File: config.mk
export PLATFORM = sky130hd
export DESIGN_NAME = thread_dispatch
export DESIGN_NICKNAME = d
export VERILOG_FILES = /design/src/rtl/thread_dispatch_pkg.sv /design/src/rtl/thread_pend_cnt.sv /design/src/rtl/thread_dispatch.sv
export SDC_FILE = /design/constraint.sdc
export NUM_CORES = 1
export LEC_CHECK = 0
export CAP_MARGIN = 20
export CORE_UTILIZATION = 25
export CTS_CLUSTER_SIZE = 8
export DETAILED_ROUTE_END_ITERATION = 16
export DONT_BUFFER_PORTS = 1
export PLACE_DENSITY_LB_ADDON = 0.25
export SETUP_SLACK_MARGIN = 0.02
export SKIP_CTS_REPAIR_TIMING = 1
export SYNTH_ARGS = -nofsm -noshare
export SYNTH_HDL_FRONTEND = slang
export SYNTH_SLANG_ARGS = --single-unit
export TNS_END_PERCENT = 1
File: constraint.sdc
create_clock -name clk -period 4.41 [get_ports clk]
set_clock_uncertainty 0.15 [all_clocks]
set_input_delay 0.882 -clock clk [delete_from_list [all_inputs] [get_ports clk]]
set_output_delay 0.882 -clock clk [all_outputs]
set_load 0.01 [all_outputs]
File: src/rtl/thread_dispatch_pkg.sv
// Shared constants for the per-core packet-work dispatcher: thread count,
// giveup FSM state encodings and the default pending-counter width.
package thread_dispatch_pkg;

   localparam int NUM_THREADS   = 4;
   localparam int CNT_W_DEFAULT = 4;

   localparam logic [1:0] G_IDLE   = 2'b00;
   localparam logic [1:0] G_ASSERT = 2'b01;
   localparam logic [1:0] G_WAIT   = 2'b10;

endpackage

File: src/rtl/thread_pend_cnt.sv
// One saturating up/down pending-descriptor counter with sticky overflow
// (enq while full) and underflow (done while empty) flags.
module thread_pend_cnt
   import thread_dispatch_pkg::*;
#(
   parameter int CNT_W = CNT_W_DEFAULT
) (
   input  logic             clk,
   input  logic             reset,
   input  logic             inc_i,
   input  logic             dec_i,
   input  logic             err_clr_i,
   output logic [CNT_W-1:0] cnt_o,
   output logic             ovf_o,
   output logic             udf_o
);

   localparam logic [CNT_W-1:0] CNT_MAX = '1;

   logic [CNT_W-1:0] cnt_q, cnt_d;
   logic             ovf_q, ovf_d;
   logic             udf_q, udf_d;
   logic             ovf_evt, udf_evt;

   // NOTE: every always_comb output gets a default first so no path leaves it unassigned (no latch).
   always_comb begin
      cnt_d   = cnt_q;
      ovf_evt = 1'b0;
      udf_evt = 1'b0;
      if (inc_i && !dec_i) begin
         if (cnt_q == CNT_MAX) ovf_evt = 1'b1;
         else                  cnt_d   = cnt_q + 1'b1;
      end else if (dec_i && !inc_i) begin
         if (cnt_q == '0) udf_evt = 1'b1;
         else             cnt_d   = cnt_q - 1'b1;
      end
      // A fresh error in the clear cycle keeps the flag set.
      ovf_d = (ovf_q & ~err_clr_i) | ovf_evt;
      udf_d = (udf_q & ~err_clr_i) | udf_evt;
   end

   // NOTE: sequential state uses non-blocking assignments so all registers update together.
   always_ff @(posedge clk) begin
      if (reset) begin
         cnt_q <= '0;
         ovf_q <= 1'b0;
         udf_q <= 1'b0;
      end else begin
         cnt_q <= cnt_d;
         ovf_q <= ovf_d;
         udf_q <= udf_d;
      end
   end

   assign cnt_o = cnt_q;
   assign ovf_o = ovf_q;
   assign udf_o = udf_q;

endmodule

File: src/rtl/thread_dispatch.sv
// Per-core dispatcher: per-thread pending counters, scheduler request vector
// and the giveup FSM. Optional run watchdog under THREAD_DISPATCH_WDOG_EN.
module thread_dispatch
   import thread_dispatch_pkg::*;
#(
   parameter int CNT_W       = CNT_W_DEFAULT,
   parameter int WDOG_CYCLES = 2048
) (
   input  logic                           clk,
   input  logic                           reset,
   input  logic [NUM_THREADS-1:0]         enq,
   input  logic [NUM_THREADS-1:0]         thread_en,
   input  logic [1:0]                     thread_id,
   input  logic                           thread_running,
   input  logic                           thread_done,
   input  logic                           err_clr,
   output logic [NUM_THREADS-1:0]         pq_req,
   output logic                           thread_giveup,
   output logic [NUM_THREADS*CNT_W-1:0]   pend_cnt,
   output logic [NUM_THREADS-1:0]         ovf,
   output logic [NUM_THREADS-1:0]         udf,
   output logic [NUM_THREADS-1:0]         wdog_hit
);

   logic [CNT_W-1:0] cnt [NUM_THREADS];
   logic             wdog_fire;
   logic [1:0]       state_q, state_d;
   logic             sel_idle_cond;

   for (genvar i = 0; i < NUM_THREADS; i++) begin : g_thread
      thread_pend_cnt #(
         .CNT_W (CNT_W)
      ) u_cnt (
         .clk       (clk),
         .reset     (reset),
         .inc_i     (enq[i]),
         .dec_i     (thread_done && (thread_id == 2'(i))),
         .err_clr_i (err_clr),
         .cnt_o     (cnt[i]),
         .ovf_o     (ovf[i]),
         .udf_o     (udf[i])
      );
      assign pend_cnt[i*CNT_W +: CNT_W] = cnt[i];
      assign pq_req[i] = (cnt[i] != '0) & thread_en[i];
   end

`ifdef THREAD_DISPATCH_WDOG_EN
   localparam int              WDOG_W    = 11;
   localparam logic [WDOG_W-1:0] WDOG_LAST = WDOG_W'(WDOG_CYCLES - 1);

   logic [WDOG_W-1:0]      run_cnt_q, run_cnt_d;
   logic [1:0]             last_id_q;
   logic [NUM_THREADS-1:0] wdog_hit_q, wdog_hit_d;
   logic                   run_clr;

   // A run is a stretch of running cycles on one thread with no completed packet.
   assign run_clr   = !thread_running || thread_done || (thread_id != last_id_q);
   assign wdog_fire = !run_clr && (run_cnt_q == WDOG_LAST);

   always_comb begin
      run_cnt_d  = (run_clr || wdog_fire) ? '0 : run_cnt_q + 1'b1;
      wdog_hit_d = wdog_hit_q & {NUM_THREADS{~err_clr}};
      if (wdog_fire) wdog_hit_d[thread_id] = 1'b1;
   end

   always_ff @(posedge clk) begin
      if (reset) begin
         run_cnt_q  <= '0;
         last_id_q  <= 2'b00;
         wdog_hit_q <= '0;
      end else begin
         run_cnt_q  <= run_cnt_d;
         last_id_q  <= thread_id;
         wdog_hit_q <= wdog_hit_d;
      end
   end

   assign wdog_hit = wdog_hit_q;
`else
   localparam int WDOG_CYCLES_UNUSED = WDOG_CYCLES;

   assign wdog_fire = 1'b0;
   assign wdog_hit  = '0;
`endif

   assign sel_idle_cond = (cnt[thread_id] == '0) || !thread_en[thread_id] || wdog_fire;

   // One giveup per context switch: wait for the scheduler to stop, then restart.
   always_comb begin
      state_d = state_q;
      case (state_q)
         G_IDLE:   if (thread_running && sel_idle_cond) state_d = G_ASSERT;
         G_ASSERT: if (!thread_running)                 state_d = G_WAIT;
         G_WAIT:   if (thread_running)                  state_d = G_IDLE;
         default:                                       state_d = G_IDLE;
      endcase
   end

   always_ff @(posedge clk) begin
      if (reset) state_q <= G_IDLE;
      else       state_q <= state_d;
   end

   assign thread_giveup = (state_q == G_ASSERT);

endmodule

==> key figures <==
Status
  – Outcome: completed

Drt
  – Routed WL: ~4.6 mm
  – DR pass1 iterations: 4
  – Post-route ant nets: 0
  – Iter 0 DRT Violations: 43
  – Vias: ~1.5k
  – Avg WL per Cell: 15.89 um
  – Remaining DRCs: 0
  – Via density: 5.072

Timing
  – RSZ-0062 raised after global routing: no
  – Count of pins over their slew limit: 0
  – Fin. Hold Viols: 0
  – Fmax: 0.3774 GHz
  – Worst slew margin: 0.5954
  – Setup ws final: 1760 ps
  – Min cycle time layout: between 2000 and 3000 ps
  – Final setup violation count: 0
  – Fin crit share: 0.6008
  – Slew @ Worst Pin: 601.9 ps
  – Setup_tns: 0 ps

Synthesis
  – Post-synth EDFFs: 0
  – Post-Syn Area: 1812 um2
  – Ys async rst share: 0
  – Yosys warns: 0
  – Syn_area_per_cell: between 8 and 9 um2
  – Seq/Total Area, Yosys: 0.2873
  – Number of synthesized register bits: 26
  – Instance count of the mapped netlist: about 210
  – Yosys cell types: 43
  – Top FF cell, synth: dfxtp_1

GRT
  – Largest net degree at the start of global routing: 31
  – Number of global-route vias before repair: 1388
  – GRT Residual Overflow: 0
  – GRT Util Overall: 0.1259
  – Antenna violations before repair: 0
  – First-pass GRT wire length: 7.410 mm

Clocking
  – Number of H-tree levels: 1
  – Worst skew pair latency: 270 ps
  – CTS root buf: clkbuf_8
  – CTS buffer count: 3
  – Clock buffer depth: 2
  – Reg clk slew, reported paths: 100 ps
  – Clk sinks: 26
  – TritonCTS clock tree: done

Worst setup path
  – CP endpoint kind: flop
  – Critical Path Slowest Stage Cell: or3b_1
  – Required @ worst endpoint: 4430 ps
  – CP max FO: 9
  – Worst-path cell chain: or3b_1 -> nand2_1 -> ha_1 -> a31o_2 -> o221ai_2 -> mux2_2
  – Critical path class: in -> reg
  – Max stage delay on crit path: 500 ps
  – Startpoint types: input pin
  – Crit path DAT: 2670 ps

Power and ir drop
  – PwrDens: 329.1 nW/um2
  – Worst ir drop on vdd: 0.0001066 V
  – Pleak: 0.6665 nW
  – Final total power: between 0.6 and 0.7 mW

Floorplan
  – Starting Density: 0.2623
  – CORE AREA: 6907 um2
  – Die X: about 87 um
  – IO Pins: 48
  – Die outline height: 87.13 um
  – Std-Cell Rows: 30
  – Die area: around 7600 um2

Layout
  – Area Growth Syn to Fin: 2.970%
  – Fin nets: ~220
  – # diodes: 0
  – Fraction of layout cells with a size suffix above 1: 0.1443

Worst hold path
  – HP Class: reg -> reg

Place
  – Pre-CTS WS: 1468 ps
  – Placer Congestion: 0.7372
  – DP Wirelength: 3.432 mm
  – PortBufs: 0

Flow run
  – Max cap viols: 0
Yosys cell counts (2+ instances only):
library cell,number,area (um2)
dfxtp_1,26,520.5
nor2b_1,16,100.1
a21oi_1,13,65.06
buf_4,13,97.59
nand3_1,13,65.06
nor3_1,12,60.06
nor2_1,10,37.54
ha_1,8,100.1
o21ai_0,7,35.03
and3_1,5,31.28
clkbuf_1,5,18.77
nand2_1,5,18.77
o2bb2ai_1,5,43.79
a21boi_0,4,30.03
mux2_2,4,45.04
nand4_1,4,25.02
nor3b_1,4,30.03
nor4_2,4,50.05
o211ai_1,4,30.03
o31ai_1,4,30.03
or4_1,4,30.03
xor2_1,4,35.03
a221oi_2,3,45.04
a31oi_1,3,18.77
nand2b_1,3,18.77
or3_4,3,33.78
and3_2,2,15.01
and4b_2,2,22.52
inv_1,2,7.510
nand3b_1,2,15.01
cell usage in the layout (no fill, tap or decap), drive strengths merged, types with 2 or more instances in the layout:
cell,Yosys,final
a21boi,4,4
a21oi,13,13
a221oi,3,3
a31oi,3,3
and3,7,7
and4b,2,2
clkbuf,5,4
conb,1,4
dfxtp,26,26
ha,8,8
inv,2,2
mux2,4,4
nand2,5,5
nand2b,3,3
nand3,13,13
nand3b,2,2
nand4,4,4
nor2,10,10
nor2b,16,16
nor3,13,13
nor3b,4,4
nor4,4,4
o211ai,4,4
o21ai,7,7
o2bb2ai,5,5
o31ai,4,4
or3,4,4
or4,4,4
xor2,4,4
path summary, 6_finish.rpt:
kind,startpoint,end,slack [ps],cells after the start
min,state_q[0],state_q[0],340,2
max,thread_id[1],g_thread[0].u_cnt.cnt_o[3],1760,6
min reg2reg,state_q[0],state_q[0],340,2
max reg2reg,g_thread[0].u_cnt.cnt_o[2],state_q[0],2310,4
metal layers:
layer	up-vias	global-route usage	part of all wire
li1	744	-	-
met1	687	0.1722	0.48
met2	38	0.1990	0.45
met3	2	0.03981	0.064
met4	0	0.01639	0.0041
met5	-	0	0
layout make-up:
class | instances | area [um2]
multi-input cells | 162 | 1162
flip-flops and latches | 26 | 520.5
well taps | 96 | 120.1
inverters | 2 | 7.507
clock buffers | 4 | 55.05
fillers | 765 | 5041
power breakdown:
part	switching, mW	internal [mW]
Sequential	0.0488	0.255
Combinational	0.0792	0.0736
Clock	0.0777	0.0799
Total	0.206	0.408
registers in the layout (all words and copies together), names as in the netlist:
| signal | count |
|---|---|
| g_thread.u_cnt.cnt_o | 16 |
| g_thread.u_cnt.ovf_o | 4 |
| state_q | 2 |
| g_thread.u_cnt.udf_o | 4 |
worst max-delay path: cells and delay by family:
kind | cells | cell delay (ps)
fa+ha+maj | 1 | 300
compound gates | 2 | 410
simple gates | 2 | 720
mux | 1 | 350
per-stage QoR:
stage,utilization,hold slack [ps],cells,area (um2)
after floorplan,-,304.9,210,1823
after global placement,0.2621,327.6,286,1810
after detailed placement,0.2621,330.2,286,1810
after CTS,0.2701,344.7,290,1866
after global routing,0.2701,361.7,290,1866
final,0.2701,339.0,290,1866
logic make-up (layout without fill, tap and decap cells):
kind of cell	after synthesis	in the layout	share of synthesized area
and+or+nand+nor	94	94	0.3349
muxes	5	5	0.03729
buffers and inverters	22	6	0.07735
AOI/OAI and AO/OA	46	46	0.1816
xor gates and xnor gates	5	5	0.02417
adders and majority gates	8	8	0.05525
other	1	4	0.002070
DFF	26	26	0.2873
No activity file was read; power rests on OpenSTA's default activity.
